`src/rtl/pipe_pkg.sv`:
```
// Shared types and constants for the pipe_latch_hs inter-stage register:
// FSM state encoding, occupancy values and per-stage default widths.
package pipe_pkg;

  typedef enum logic [1:0] {
    EMPTY = 2'b00,
    ONE   = 2'b01,
    FULL  = 2'b10
  } state_e;

  localparam logic [1:0] OCC_ZERO = 2'd0;
  localparam logic [1:0] OCC_ONE  = 2'd1;
  localparam logic [1:0] OCC_TWO  = 2'd2;

  localparam int unsigned IF_ID_DATA_W  = 64;
  localparam int unsigned IF_ID_CTRL_W  = 1;
  localparam int unsigned ID_EX_DATA_W  = 138;
  localparam int unsigned ID_EX_CTRL_W  = 10;
  localparam int unsigned EX_MEM_DATA_W = 69;
  localparam int unsigned EX_MEM_CTRL_W = 10;
  localparam int unsigned MEM_WB_DATA_W = 69;
  localparam int unsigned MEM_WB_CTRL_W = 3;

  typedef enum logic [1:0] {
    STG_IF_ID,
    STG_ID_EX,
    STG_EX_MEM,
    STG_MEM_WB
  } stage_e;

  function automatic int unsigned stage_data_w(stage_e s);
    case (s)
      STG_IF_ID:  return IF_ID_DATA_W;
      STG_ID_EX:  return ID_EX_DATA_W;
      STG_EX_MEM: return EX_MEM_DATA_W;
      default:    return MEM_WB_DATA_W;
    endcase
  endfunction

  function automatic int unsigned stage_ctrl_w(stage_e s);
    case (s)
      STG_IF_ID:  return IF_ID_CTRL_W;
      STG_ID_EX:  return ID_EX_CTRL_W;
      STG_EX_MEM: return EX_MEM_CTRL_W;
      default:    return MEM_WB_CTRL_W;
    endcase
  endfunction

endpackage

```
`src/rtl/pipe_slot.sv`:
```
// One beat of storage: {valid, data, ctrl} with load enable, two-way load
// source select and a synchronous valid clear that leaves the payload intact.
module pipe_slot #(
  parameter int unsigned DATA_W = 69,
  parameter int unsigned CTRL_W = 10
) (
  input  logic              clk,
  input  logic              reset,
  input  logic              clr,
  input  logic              ld_en,
  input  logic              ld_sel,
  input  logic [DATA_W-1:0] a_data,
  input  logic [CTRL_W-1:0] a_ctrl,
  input  logic [DATA_W-1:0] b_data,
  input  logic [CTRL_W-1:0] b_ctrl,
  output logic              valid,
  output logic [DATA_W-1:0] data,
  output logic [CTRL_W-1:0] ctrl
);

  logic              valid_q, valid_d;
  logic [DATA_W-1:0] data_q, data_d;
  logic [CTRL_W-1:0] ctrl_q, ctrl_d;

  // Clear wins over load so a flush also discards a same-cycle load.
  always_comb begin
    valid_d = valid_q;
    data_d  = data_q;
    ctrl_d  = ctrl_q;
    if (clr) begin
      valid_d = 1'b0;
    end else if (ld_en) begin
      valid_d = 1'b1;
      data_d  = ld_sel ? b_data : a_data;
      ctrl_d  = ld_sel ? b_ctrl : a_ctrl;
    end
  end

  always_ff @(posedge clk) begin
    if (reset) begin
      valid_q <= 1'b0;
      data_q  <= '0;
      ctrl_q  <= '0;
    end else begin
      valid_q <= valid_d;
      data_q  <= data_d;
      ctrl_q  <= ctrl_d;
    end
  end

  assign valid = valid_q;
  assign data  = data_q;
  assign ctrl  = ctrl_q;

endmodule

```
`src/rtl/pipe_latch_hs.sv`:
```
// Pipeline-stage register with valid/ready handshake, 2-entry skid buffer,
// flush-to-bubble and control outputs gated to zero when no beat is held.
module pipe_latch_hs
  import pipe_pkg::*;
#(
  parameter int unsigned DATA_W = EX_MEM_DATA_W,
  parameter int unsigned CTRL_W = EX_MEM_CTRL_W
) (
  input  logic              clk,
  input  logic              reset,
  input  logic              flush,
  input  logic              in_valid,
  output logic              in_ready,
  input  logic [DATA_W-1:0] in_data,
  input  logic [CTRL_W-1:0] in_ctrl,
  output logic              out_valid,
  input  logic              out_ready,
  output logic [DATA_W-1:0] out_data,
  output logic [CTRL_W-1:0] out_ctrl,
  output logic [1:0]        occupancy
);

  state_e state_q, state_d;
  logic   in_ready_q, in_ready_d;
  logic   in_fire, out_fire;
  logic   main_ld, main_sel, main_clr;
  logic   skid_ld, skid_clr;

  logic              main_valid, skid_valid;
  logic [DATA_W-1:0] main_data, skid_data;
  logic [CTRL_W-1:0] main_ctrl, skid_ctrl;

  always_comb begin
    in_fire  = in_valid & in_ready_q;
    out_fire = main_valid & out_ready;
    state_d  = state_q;
    main_ld  = 1'b0;
    main_sel = 1'b0;
    main_clr = 1'b0;
    skid_ld  = 1'b0;
    skid_clr = 1'b0;
    if (flush) begin
      state_d  = EMPTY;
      main_clr = 1'b1;
      skid_clr = 1'b1;
    end else begin
      case (state_q)
        EMPTY: begin
          if (in_fire) begin
            main_ld = 1'b1;
            state_d = ONE;
          end
        end
        ONE: begin
          if (in_fire && out_fire) begin
            main_ld = 1'b1;
          end else if (in_fire) begin
            skid_ld = 1'b1;
            state_d = FULL;
          end else if (out_fire) begin
            main_clr = 1'b1;
            state_d  = EMPTY;
          end
        end
        FULL: begin
          if (out_fire) begin
            main_ld  = 1'b1;
            main_sel = 1'b1;
            skid_clr = 1'b1;
            state_d  = ONE;
          end
        end
        default: begin
          state_d  = EMPTY;
          main_clr = 1'b1;
          skid_clr = 1'b1;
        end
      endcase
    end
    // Registered ready: computed from the next state so it equals !skid_valid.
    in_ready_d = (state_d != FULL);
  end

  always_ff @(posedge clk) begin
    if (reset) begin
      state_q    <= EMPTY;
      in_ready_q <= 1'b1;
    end else begin
      state_q    <= state_d;
      in_ready_q <= in_ready_d;
    end
  end

  pipe_slot #(.DATA_W(DATA_W), .CTRL_W(CTRL_W)) u_main (
    .clk    (clk),
    .reset  (reset),
    .clr    (main_clr),
    .ld_en  (main_ld),
    .ld_sel (main_sel),
    .a_data (in_data),
    .a_ctrl (in_ctrl),
    .b_data (skid_data),
    .b_ctrl (skid_ctrl),
    .valid  (main_valid),
    .data   (main_data),
    .ctrl   (main_ctrl)
  );

  pipe_slot #(.DATA_W(DATA_W), .CTRL_W(CTRL_W)) u_skid (
    .clk    (clk),
    .reset  (reset),
    .clr    (skid_clr),
    .ld_en  (skid_ld),
    .ld_sel (1'b0),
    .a_data (in_data),
    .a_ctrl (in_ctrl),
    .b_data (in_data),
    .b_ctrl (in_ctrl),
    .valid  (skid_valid),
    .data   (skid_data),
    .ctrl   (skid_ctrl)
  );

  always_comb begin
    case (state_q)
      ONE:     occupancy = OCC_ONE;
      FULL:    occupancy = OCC_TWO;
      default: occupancy = OCC_ZERO;
    endcase
  end

  assign in_ready  = in_ready_q;
  assign out_valid = main_valid;
  assign out_data  = main_data;
  assign out_ctrl  = main_valid ? main_ctrl : '0;

endmodule

```
`config.mk`:
```
export PLATFORM = sky130hd
export DESIGN_NAME = pipe_latch_hs
export DESIGN_NICKNAME = d
export VERILOG_FILES = /design/src/rtl/pipe_pkg.sv /design/src/rtl/pipe_slot.sv /design/src/rtl/pipe_latch_hs.sv
export SDC_FILE = /design/constraint.sdc
export NUM_CORES = 1
export LEC_CHECK = 0
export CAP_MARGIN = 10
export CORE_MARGIN = 2
export CORE_UTILIZATION = 44
export CTS_BUF_LIST = sky130_fd_sc_hd__clkbuf_16
export CTS_CLUSTER_DIAMETER = 120
export DETAILED_ROUTE_END_ITERATION = 6
export PLACE_DENSITY = 0.76
export SLEW_MARGIN = 10
export SYNTH_ARGS = -nofsm -noshare
export SYNTH_HDL_FRONTEND = slang
export SYNTH_SLANG_ARGS = --single-unit
```
`constraint.sdc`:
```
create_clock -name clk -period 1.5 [get_ports clk]
set_input_delay 0.3 -clock clk [delete_from_list [all_inputs] [get_ports clk]]
set_output_delay 0.3 -clock clk [all_outputs]
set_load 0.02 [all_outputs]
```
==> results <==
final cells by class:
cell class,count,share of cell area (%)
multi-input cells,507,37.4
repair buffers,270,28.0
flip-flops and latches,162,27.5
clock buffers,17,3.60
well taps,188,1.99
clock inverters,15,1.42
inverters,2,0.0635
what timing repair did:
item	4_1_cts	5_1_grt
cloned	23	9
hold endpoints to repair	0	0
gates resized for setup	289	237
setup endpoints to repair	242	172
pin swaps	33	118
buffers inserted	24	7
hold buffers	0	0
cells by family (layout without fill, tap and decap cells):
kind of cell | Yosys count | count (layout) | synth area share (%)
xor+xnor | 1 | 1 | 0.131
buf+inv | 72 | 304 | 5.04
mux | 79 | 79 | 11.9
simple gates | 261 | 262 | 16.2
flops | 162 | 162 | 48.6
compound gates | 165 | 165 | 18.2
critical path, cell delays in order (launching register included):
cell and delay (ps):
sky130_fd_sc_hd__dfxtp_4 390, sky130_fd_sc_hd__buf_12 130, sky130_fd_sc_hd__nand4b_4 110, sky130_fd_sc_hd__nor2_4 160
sky130_fd_sc_hd__buf_4 200, sky130_fd_sc_hd__buf_12 170, sky130_fd_sc_hd__mux2i_1 90, sky130_fd_sc_hd__a221oi_1 330
power by group through the flow:
stage	Combinational [uW]	Clock, uW	Sequential [uW]
after floorplan	524	0	4860
after global placement	1470	0	4700
after detailed placement	1490	0	4700
after CTS	1650	4380	4610
after global routing	1940	4640	4650
final	1860	4410	4630
state kept, by name, indices dropped and copies added, names as in the netlist:
register	cells
u_main.data	69
u_skid.data	69
u_main.ctrl	10
u_skid.ctrl	10
state_q	2
in_ready	1
u_main.valid	1
Yosys cell counts:
cell / instances / share of area [%]
sky130_fd_sc_hd__inv_1: 2 / 0.11
sky130_fd_sc_hd__and2_1: 11 / 1.0
sky130_fd_sc_hd__or4_1: 1 / 0.11
sky130_fd_sc_hd__a221oi_2: 10 / 2.3
sky130_fd_sc_hd__nor3_1: 1 / 0.075
sky130_fd_sc_hd__xnor2_1: 1 / 0.13
sky130_fd_sc_hd__a21oi_1: 79 / 5.9
sky130_fd_sc_hd__dfxtp_1: 162 / 49
sky130_fd_sc_hd__nand4b_4: 1 / 0.36
sky130_fd_sc_hd__a21o_1: 1 / 0.11
sky130_fd_sc_hd__buf_4: 6 / 0.67
sky130_fd_sc_hd__or3_1: 1 / 0.094
sky130_fd_sc_hd__clkbuf_1: 44 / 2.5
sky130_fd_sc_hd__nand3b_4: 1 / 0.30
sky130_fd_sc_hd__o21a_1: 1 / 0.11
sky130_fd_sc_hd__buf_2: 17 / 1.3
sky130_fd_sc_hd__o31ai_2: 1 / 0.19
sky130_fd_sc_hd__mux2i_1: 79 / 12
sky130_fd_sc_hd__nor3_4: 1 / 0.24
sky130_fd_sc_hd__buf_6: 3 / 0.51
sky130_fd_sc_hd__nand2_1: 160 / 9.0
sky130_fd_sc_hd__a211o_1: 1 / 0.13
sky130_fd_sc_hd__nor2_4: 1 / 0.17
sky130_fd_sc_hd__a21bo_2: 1 / 0.15
sky130_fd_sc_hd__nor2b_1: 1 / 0.094
sky130_fd_sc_hd__a31oi_1: 1 / 0.094
sky130_fd_sc_hd__nor3_2: 1 / 0.15
sky130_fd_sc_hd__a2111oi_0: 1 / 0.13
sky130_fd_sc_hd__a221oi_1: 69 / 9.1
sky130_fd_sc_hd__nor2_1: 80 / 4.5
sky130_fd_sc_hd__nand2b_1: 1 / 0.094
through the flow:
step | TNS [ps] | cells | util [%] | hold WS, ps | cell area, sq um
5_1_grt | -27230 | 1161 | 78.7 | 217 | 11800
2_1_floorplan | -1070 | 740 | - | 436 | 6750
3_5_place_dp | -82750 | 1081 | 59.9 | 446 | 9010
4_1_cts | -21970 | 1159 | 72.8 | 206 | 10900
3_3_place_gp | -78580 | 1081 | 59.9 | 440 | 9010
6_report | -21450 | 1161 | 78.7 | 239 | 11800
worst paths after layout:
kind	to	slack (ps)	cells past startpoint
worst min-delay path	u_skid.data[0]$_SDFFE_PP0P_	240	2
worst max-delay path	u_main.data[41]$_SDFFE_PP0P_	-180	7
worst max register to register	u_main.data[41]$_SDFFE_PP0P_	-180	7
worst min register to register	u_skid.data[49]$_SDFFE_PP0P_	460	2
layer usage:
layer | global-route usage [%] | vias to the layer above | wire length (um)
met1 | 33.7 | 3441 | 10300
met5 | 0 | - | 13
met3 | 6.41 | 78 | 1470
met4 | 11.5 | 2 | 937
li1 | - | 3075 | -
met2 | 44.8 | 311 | 13200
placed cells by master, fill, tap and decap left out, drive strengths merged, types with 2 or more instances in the layout:
cell / synthesis / layout
a21oi: 79 / 79
a221oi: 79 / 79
and2: 11 / 11
buf: 26 / 110
bufinv: 0 / 3
clkbuf: 44 / 25
clkdlybuf4s50: 0 / 80
clkinv: 0 / 8
clkinvlp: 0 / 2
dfxtp: 162 / 162
dlygate4sd2: 0 / 70
inv: 2 / 4
mux2i: 79 / 79
nand2: 160 / 160
nor2: 81 / 81
nor3: 3 / 3
or3: 1 / 2
==> impl_metrics.py <==
metrics = {
    "outcome": {
        "status": "finished, violations left",
        "violations_in_the_final_reports": "negative setup slack",
    },
    "route": {
        "vias_per_cell": 5.95,
        "first_pass_iters": 5,
        "routed_wirelength_um": 26000,
        "drc": 0,
        "routed_wire_length_per_instance_um": 22.4,
        "drt-initial-drc-count": 547,
        "final_antenna_net_count": 0,
        "vias": 6907,
    },
    "pwr": {
        "power.share.clock_pct": 40.5,
        "p_seq_share_pct": 42.5,
        "post_layout_total_power_uw": 10900,
        "intPower_uw": 7980,
        "power_switching_share_pct": 26.8,
        "leakage_uw": 0.00443,
        "power.density_cell_area_nw_per_um2": 922,
        "power_switching_uw": 2920,
        "max-vdd-ir-drop_mv": 0.719,
        "share_comb_of_total_power_pct": 17.1,
    },
    "final_layout": {
        "filler_cell_count": 868,
        "area_growth_pct": 77.3,
        "seqCellArea_sq_um": 3260,
        "antenna_cells_inserted": 0,
        "multi_input_area_sq_um": 4420,
        "finish.net_count": 1044,
        "post_route_cells_drive_above_1_share_pct": 40.6,
    },
    "synth": {
        "synth.lib_cells_used.distinct": 31,
        "synth.ff_latch_count": 162,
        "netlist_instances": 740,
        "yosysSeqAreaShare_pct": 48.6,
        "syn_area_sq_um": 6670,
        "postSynthAreaPerCell_sq_um": 9.02,
        "yosys_warnings": 0,
        "syn-num-nets": 824,
    },
    "global_routing": {
        "initial_antenna_violation_count": 1,
        "grt_pass1_vias": 6413,
        "grt_start_max_net_pins": 63,
        "globalRouteOverflowTotal": 0,
        "grt_first_pass_wirelength_um": 34200,
        "track_usage_pct": 27.0,
    },
    "floorplan": {
        "placement_rows": 45,
        "initial_core_util_pct": 44.4,
        "placeableCoreArea_sq_um": 15000,
        "die-width_um": 127,
        "fp.dieArea_sq_um": 16200,
        "top_level_pins": 167,
        "die_height_um": 127,
    },
    "timing": {
        "final-setup-viol-count": 170,
        "finClkSkew_ps": 8.82,
        "worst_pin_slew_ps": 545,
        "timing.max_slew.rel_slack_pct": 63.7,
        "hold_viol": 0,
        "fmax_mhz": 595,
        "finalCriticalPeriod_ps": 1680,
        "grt_setup_unrepaired": "yes",
        "drv_slew": 0,
        "setup_ws_ps": -180,
        "finalCritPeriodShare_pct": 112,
    },
    "placement": {
        "place.port_buffers": 166,
        "placement.setup.worst_slack_ps": -622,
        "globalplace.congestion": 0.742,
        "dp_hpwl_um": 11800,
    },
    "worst_setup_path": {
        "worstReg2RegStart": "u_main.valid$_SDFFE_PP0P_",
        "type_of_origin_of_the_critical_path": "flop",
        "timing.critical_path.from": "u_main.valid$_SDFFE_PP0P_",
        "arrival_ps": 2000,
        "required_arrival_time_at_the_worst_endpoint_ps": 1820,
        "critical_path.endpoint_type": "flop",
        "critPathKind": "reg -> reg",
        "crit_path_max_fanout": 11,
    },
    "clocking": {
        "cts.sinks": 162,
        "h-tree-depth": 4,
        "tritoncts_clock_tree": "yes",
        "clock_tree.root_cell": "sky130_fd_sc_hd__clkbuf_16",
        "clkLatencyLatePin_ps": 430,
        "worst_setup_hold_path_clk_slew_ps": 70,
        "cts_buffers": 17,
        "cts_buffer_depth": 2,
    },
    "min_path": {
        "worstHoldPathType": "in -> reg",
        "hold_start": "reset",
    },
    "flow_run": {
        "max_cap_viol_count": 0,
    },
}
No activity file was read; power rests on OpenSTA's default activity.
